--- config.mk ---
export PLATFORM = sky130hd
export DESIGN_NAME = clock_period_meter
export DESIGN_NICKNAME = d
export VERILOG_FILES = /design/src/rtl/clock_meter_pkg.sv /design/src/rtl/sync_edge_detect.sv /design/src/rtl/clock_period_meter.sv
export SDC_FILE = /design/constraint.sdc
export NUM_CORES = 1
export LEC_CHECK = 0
export BUFFER_PORTS_ARGS = -buffer_cell sky130_fd_sc_hd__buf_2
export CAP_MARGIN = 5
export CORE_MARGIN = 4
export CORE_UTILIZATION = 40
export DETAILED_ROUTE_END_ITERATION = 8
export SLEW_MARGIN = 20
export SYNTH_ARGS = -nofsm -noshare
export SYNTH_HDL_FRONTEND = slang
export SYNTH_SLANG_ARGS = --single-unit
--- constraint.sdc ---
create_clock -name clock_in -period 4.5 [get_ports clock_in]
set_clock_uncertainty 0.1 [all_clocks]
set_input_delay 0.675 -clock clock_in [delete_from_list [all_inputs] [get_ports clock_in]]
set_output_delay 0.675 -clock clock_in [all_outputs]
set_load 0.03 [all_outputs]
--- src/rtl/clock_meter_pkg.sv ---
// Shared types and defaults for the clock period meter and its input-sampling helpers.
package clock_meter_pkg;

    typedef enum logic {
        WAIT_EDGE,
        MEASURE
    } meter_state_e;

    localparam int unsigned DEFAULT_CNT_WIDTH = 28;
    localparam int unsigned DEFAULT_TIMEOUT   = 32'd268435455;

endpackage

--- src/rtl/sync_edge_detect.sv ---
// Brings an asynchronous level into the clock_in domain and flags its rising/falling edges.
module sync_edge_detect
    import clock_meter_pkg::*;
#(
    parameter int SYNC_STAGES = 2
) (
    input  logic clock_in,
    input  logic reset,
    input  logic sig_in,
    output logic rise,
    output logic fall,
    output logic level
);

    logic [SYNC_STAGES-1:0] sync_q;
    logic                   sig_d_q;

    // Shift chain: bit 0 is the metastability catcher, the top bit is the usable level.
    always_ff @(posedge clock_in) begin
        if (reset) begin
            sync_q  <= '0;
            sig_d_q <= 1'b0;
        end else begin
            sync_q  <= {sync_q[SYNC_STAGES-2:0], sig_in};
            sig_d_q <= sync_q[SYNC_STAGES-1];
        end
    end

    assign level = sync_q[SYNC_STAGES-1];
    assign rise  = level & ~sig_d_q;
    assign fall  = ~level & sig_d_q;

endmodule

--- src/rtl/clock_period_meter.sv ---
// Measures period and high time of a divided clock in clock_in cycles, with lock and timeout status.
module clock_period_meter
    import clock_meter_pkg::*;
#(
    parameter int unsigned CNT_WIDTH   = DEFAULT_CNT_WIDTH,
    parameter int          SYNC_STAGES = 2,
    parameter int unsigned TIMEOUT     = DEFAULT_TIMEOUT
) (
    input  logic                 clock_in,
    input  logic                 reset,
    input  logic                 sig_in,
    output logic [CNT_WIDTH-1:0] period_out,
    output logic [CNT_WIDTH-1:0] high_out,
    output logic                 valid_out,
    output logic                 locked_out,
    output logic                 timeout_out
);

    localparam logic [CNT_WIDTH-1:0] TIMEOUT_C = CNT_WIDTH'(TIMEOUT);
    localparam logic [CNT_WIDTH-1:0] ONE_C     = CNT_WIDTH'(1);

    logic rise;
    logic fall;
    logic sig_level_unused;

    meter_state_e         state_q, state_d;
    logic [CNT_WIDTH-1:0] cnt_q, cnt_d;
    logic [CNT_WIDTH-1:0] high_lat_q, high_lat_d;
    logic [CNT_WIDTH-1:0] prev_period_q, prev_period_d;
    logic                 have_prev_q, have_prev_d;
    logic [CNT_WIDTH-1:0] period_q, period_d;
    logic [CNT_WIDTH-1:0] high_q, high_d;
    logic                 valid_q, valid_d;
    logic                 locked_q, locked_d;
    logic                 timeout_q, timeout_d;

    sync_edge_detect #(
        .SYNC_STAGES(SYNC_STAGES)
    ) u_sync (
        .clock_in(clock_in),
        .reset   (reset),
        .sig_in  (sig_in),
        .rise    (rise),
        .fall    (fall),
        .level   (sig_level_unused)
    );

    always_ff @(posedge clock_in) begin
        if (reset) begin
            state_q       <= WAIT_EDGE;
            cnt_q         <= '0;
            high_lat_q    <= '0;
            prev_period_q <= '0;
            have_prev_q   <= 1'b0;
            period_q      <= '0;
            high_q        <= '0;
            valid_q       <= 1'b0;
            locked_q      <= 1'b0;
            timeout_q     <= 1'b0;
        end else begin
            state_q       <= state_d;
            cnt_q         <= cnt_d;
            high_lat_q    <= high_lat_d;
            prev_period_q <= prev_period_d;
            have_prev_q   <= have_prev_d;
            period_q      <= period_d;
            high_q        <= high_d;
            valid_q       <= valid_d;
            locked_q      <= locked_d;
            timeout_q     <= timeout_d;
        end
    end

    // The first rise only arms the counter; every later rise closes one measurement.
    always_comb begin
        state_d       = state_q;
        cnt_d         = cnt_q;
        high_lat_d    = high_lat_q;
        prev_period_d = prev_period_q;
        have_prev_d   = have_prev_q;
        period_d      = period_q;
        high_d        = high_q;
        valid_d       = 1'b0;
        locked_d      = locked_q;
        timeout_d     = timeout_q;
        case (state_q)
            WAIT_EDGE: begin
                cnt_d = '0;
                if (rise) begin
                    cnt_d      = ONE_C;
                    high_lat_d = '0;
                    state_d    = MEASURE;
                end
            end
            MEASURE: begin
                if (rise) begin
                    period_d      = cnt_q;
                    high_d        = high_lat_q;
                    valid_d       = 1'b1;
                    cnt_d         = ONE_C;
                    high_lat_d    = '0;
                    prev_period_d = cnt_q;
                    locked_d      = (cnt_q == prev_period_q) && have_prev_q;
                    have_prev_d   = 1'b1;
                    timeout_d     = 1'b0;
                end else if (cnt_q == TIMEOUT_C) begin
                    // Stopping at TIMEOUT also keeps cnt from ever wrapping.
                    timeout_d   = 1'b1;
                    locked_d    = 1'b0;
                    have_prev_d = 1'b0;
                    cnt_d       = '0;
                    state_d     = WAIT_EDGE;
                end else begin
                    cnt_d = cnt_q + ONE_C;
                    if (fall) begin
                        high_lat_d = cnt_q;
                    end
                end
            end
            default: state_d = WAIT_EDGE;
        endcase
    end

    assign period_out  = period_q;
    assign high_out    = high_q;
    assign valid_out   = valid_q;
    assign locked_out  = locked_q;
    assign timeout_out = timeout_q;

endmodule
# == After elaboration in Yosys (flattened, before gate mapping) ==
# Index checks and enable logic that the tools add are counted.
# op_classes
n_addsub,1
eq_ne,5
muxes,18
bitwise_logic,5
reduce_logical,6
# op_table
cell,n
$mux 28,6
$pmux 28 s2,2
$add 28x1->28 const B,1
$eq 28x28->1,1
$eq 28x28->1 const B,1
$mux 1,9
$ne 3x3->1 const B,2
$reduce_and 2->1,2
$not 1->1,3
$reduce_and 3->1,1
$and 1x1->1,2
$ne 2x2->1 const B,1
$pmux 1 s2,1
$reduce_bool 2->1,1
$reduce_or 2->1,1
$logic_and 1x1->1,1
# totals
register_bits,120
input_bits,3
out_inout_bits,59
elab_cells,46

# == Longest topological paths before layout ==
# depth
word_depth,6
ltp_mapped,9
mapped_depth_nobuf,7

# == Hierarchy ==
# From an unflattened synthesis, not the netlist that was laid out.
# hier_totals
cells_unflattened,473
area_unflattened_um2,4638.2
# by_module_without_submodules
module,n_inst,cells_each,area_each_um2,seq_area_each_um2
clock_period_meter,1,465,4546.9,2342.2
sync_edge_detect,1,8,91.3,60.1

# == Worst setup path before layout ==
# Ideal clock, no wire load.
# synth_timing
path_type,register to register
from,register cnt_q[0]
to,register high_lat_q[10]
setup_ns,0.117
t_arrival_ns,1.885
required_ns,4.283
setup_slack_ns,2.398
stages_incl_launch_ff,9
path_buffers,2
period_less_slack_ns,2.102
path_cell_list,dfxtp_1 -> ha_1 -> and3_1 -> buf_2 -> nand3_2 -> o311ai_4 -> nor2_4 -> buf_6 -> a22o_1
# synth_via
elab_chain_cells,3
# synth_lines
element,line,rtl
start: declaration,clock_period_meter.sv:27,"logic [CNT_WIDTH-1:0] cnt_q, cnt_d;"
start signal: assignment,clock_period_meter.sv:62,cnt_q <= cnt_d;
$eq 28x28->1,clock_period_meter.sv:106,end else if (cnt_q == TIMEOUT_C) begin
$ne 3x3->1 (no line),n/a,
$reduce_and 3->1 (no line),n/a,
end signal: assignment,clock_period_meter.sv:63,high_lat_q <= high_lat_d;
end: declaration,clock_period_meter.sv:28,"logic [CNT_WIDTH-1:0] high_lat_q, high_lat_d;"
# No other way between the ends.
# A chain may end at the register's enable or synchronous reset.

# == Worst setup path after layout ==
# layout_timing
from,register cnt_q[0]
to,register high_lat_q[9]
# The elaborated chain is that of the path after synthesis.

==> summary.md <==
| Metric | Value |
|---|---|
| First-pass GRT wire length | `17.94 mm` |
| Worst-path clk slew | `0.06 ns` |
| Reg area | `2402 um2` |
| Post-synthesis sequential area ratio | `between 50% and 60%` |
| Num rows | `39` |
| Minimum clock period | `2.662 ns` |
| Syn_nets | `534` |
| Synth-to-Final Area Change | `19.27%` |
| Critical path class | `flip-flop to flip-flop` |
| CP startpoint kind | `flip-flop` |
| CP Max Fanout | `28` |
| Vias in the first global route | `3448` |
| Final setup viols | `0` |
| Worst Path Arrival | `2.91 ns` |
| Reg2Reg Launch Point | `cnt_q[0]` |
| CP delay by family, top | `compound AO/OA/AOI/OAI gates` |
| Syn Inst Count | `529` |
| Clk sinks | `120` |
| CTS Root Cell | `clkbuf_16` |
| Synth Area per Inst | `8.827 um2` |
| CP Cell Sequence | `ha_1 > and3_1 > nand3_2 > nor3_1 > a211o_1 > a22o_1` |
| Layout net count | `574` |
| I/O Pins | `62` |
| Largest net degree at the start of global routing | `58` |
| Synth Cell Area | `4669 um2` |
| Status | `completed` |
| Final wirelength | `10.74 mm` |
| Synth warn | `0` |
| Max Slew Vio Count | `0` |
| Slowest stage delay, CP | `0.84 ns` |
| Hold/Removal Path Class | `flip-flop to flip-flop` |
| Via count | `3691` |
| Critical path's slowest cell | `a211o_1` |
| FMAX | `375.6 MHz` |
| Area contributors post-synth | `dfxtp_1 (51%), nand2_1 (9.6%), a21oi_1 (6.1%), xor2_1 (5.4%), a22o_1 (5.3%)` |
| Diode count | `0` |
| CP Launch Point | `cnt_q[0]` |
| R2R Setup Slk | `1.84 ns` |
| Worst path buffer plus inverter count | `0` |
| DPL Wire Length | `7.040 mm` |
| Max transition margin | `30.90%` |
| Period utilization | `59.16%` |
| Leading area contributor after synthesis | `dfxtp_1` |
| Final routed DRC violation total | `0` |
| Worst setup path end | `high_lat_q[9]` |
| RR Endpoint | `high_lat_q[9]` |
| #FFs+latches synth | `120` |
| Grt ovf | `0` |
| Layout cells sized above 1 | `17.35%` |
| Async SR Flop Fraction | `0%` |
| Post-synth top area share | `51.45%` |
| Port bufs | `between 60 and 70` |
| Max-Cap Viols | `0` |
| Fillers | `1093` |
| Die width | `116.0 um` |
| Core area | `approximately 11000 um2` |
| Die Ht | `116.0 um` |
| Library cells used by synthesis | `34` |
| Hold_buf cts | `0` |
| Worst hold margin | `0.3428 ns` |
| Setup TNS | `0 ns` |
| Drt first pass iters | `4` |
| Main synth FF type | `dfxtp_1` |
| Initial antenna violation count | `0` |
| GP Congestion | `0.8509` |
| Clock Tree Buf Depth | `2` |
| FF-to-FF path depth | `6` |
| DR WL/cell | `14.82 um` |
| Iteration-0 DRC Markers | `about 250` |
| CTS tree | `yes` |
| Least-Margin Pin Slew | `1.036 ns` |
| Drt via density | `between 5 and 6` |
| Post_cts resized | `0` |
| Multi-input gate area | `~2000 um2` |
| Worst-Skew Late Latency | `approximately 0.41 ns` |
| Pwr Density | `approximately 430 nW/um2` |
| Total Routing Usage GR | `17.32%` |
| Die ar. | `13470 um2` |
| Routed Antenna Nets | `0` |
| H-tree levels | `4` |
| Post-synth EDFFs | `0` |
| Initial Util | `40.89%` |
| RSZ-0062 raised after global routing | `false` |
| Post-CTS Setup Inserts | `0` |
| Final hold vios | `0` |
| Inserted Clock Buffers | `17` |
| Critical path required time | `between 4 and 5 ns` |
| WP depth | `6` |
| Critical Path Sink Type | `flip-flop` |
| LEAKAGE | `0.002159 uW` |
| Peak VDD IR | `254.0 uV` |
## flip-flops by register name (all words and copies together) (netlist names)
name            cells
cnt_q              28
high_lat_q         28
valid_out           1
period_out         28
u_sync.sync_q       2
timeout_out         1
locked_out          1
high_out           28
state_q             1
have_prev_q         1
u_sync.sig_d_q      1
## cell families after synthesis
group | synth area share [%]
AO/OA/AOI/OAI | 12.89
buffers and inverters | 4.609
adder cells (fa/ha/maj) | 0.5358
AND/OR/NAND/NOR | 20.39
XOR/XNOR | 10.13
flip-flops | 51.45
## cells in the mapped netlist (5+ instances only)
cell      count
and4_1        5
xor2_1       29
xnor2_1      25
nand3_1      13
and3_1        8
a21oi_1      57
nand2_1     120
a22o_1       28
buf_2        16
dfxtp_1     120
clkbuf_1     20
nand4_1      13
nor2_1       35
## cell type report
type,count,area share (%)
clock buffers,18,7.886
clock inverters,14,2.674
inverters,4,0.2696
multi-input cells,362,36.94
flip-flops and latches,120,43.14
well taps,143,3.213
repair buffers,64,5.886
## through the flow
| stage | util (%) | instances | worst slack (ns) | power [uW] | area [um2] |
|---|---|---|---|---|---|
| after floorplan | - | 529 | 2.398 | 1118 | 4669 |
| after global placement | 43.61 | 693 | 1.976 | 1127 | 4980 |
| after detailed placement | 43.61 | 693 | 1.864 | 1128 | 4980 |
| after CTS | 48.76 | 725 | 1.837 | 2446 | 5568 |
| after global routing | 48.77 | 725 | 1.624 | 2511 | 5569 |
| final | 48.77 | 725 | 1.838 | 2422 | 5569 |
## worst min-delay path by stage
stage,end,from,cells after the start
floorplan,u_sync.sync_q[1],u_sync.sync_q[0],1
global placement,u_sync.sync_q[1],u_sync.sync_q[0],1
detailed placement,u_sync.sync_q[1],u_sync.sync_q[0],1
CTS,u_sync.sync_q[1],u_sync.sync_q[0],1
global route,u_sync.sync_q[0],sig_in,2
finish,u_sync.sync_q[1],u_sync.sync_q[0],1
## report_power, final
part	internal, uW	leakage (uW)	switching, uW
sequential	1070	0.000967	2.78
clock	830	0.000279	487
combinational	6.88	0.000914	29.8
total	1900	0.00216	520
## layer usage
metal | GRT usage, % | vias up | routed length, um | share of wire [%]
met1 | 23.52 | 1739 | 5163 | 48
met3 | 5.379 | 14 | 562 | 5.2
met4 | 5.955 | 0 | 159 | 1.5
met2 | 26.16 | 83 | 4857 | 45
li1 | - | 1855 | - | -
met5 | 0 | - | 0 | 0
## worst register-to-register path, stage by stage, from the launching register on
cell and delay, ns:
dfxtp_1 0.44, ha_1 0.22, and3_1 0.33, nand3_2 0.18, nor3_1 0.20, a211o_1 0.84, a22o_1 0.28
## placed cells by master (no fill, tap or decap), types with 13 or more instances in the layout
cell | Yosys | routed
nand3_1 | 13 | 13
xnor2_1 | 25 | 25
nand4_1 | 13 | 13
dfxtp_1 | 120 | 120
clkbuf_16 | 0 | 17
nor2_1 | 35 | 35
xor2_1 | 29 | 29
a22o_1 | 28 | 28
a21oi_1 | 57 | 57
buf_2 | 16 | 61
nand2_1 | 120 | 119
No activity file was read; power rests on OpenSTA's default activity.
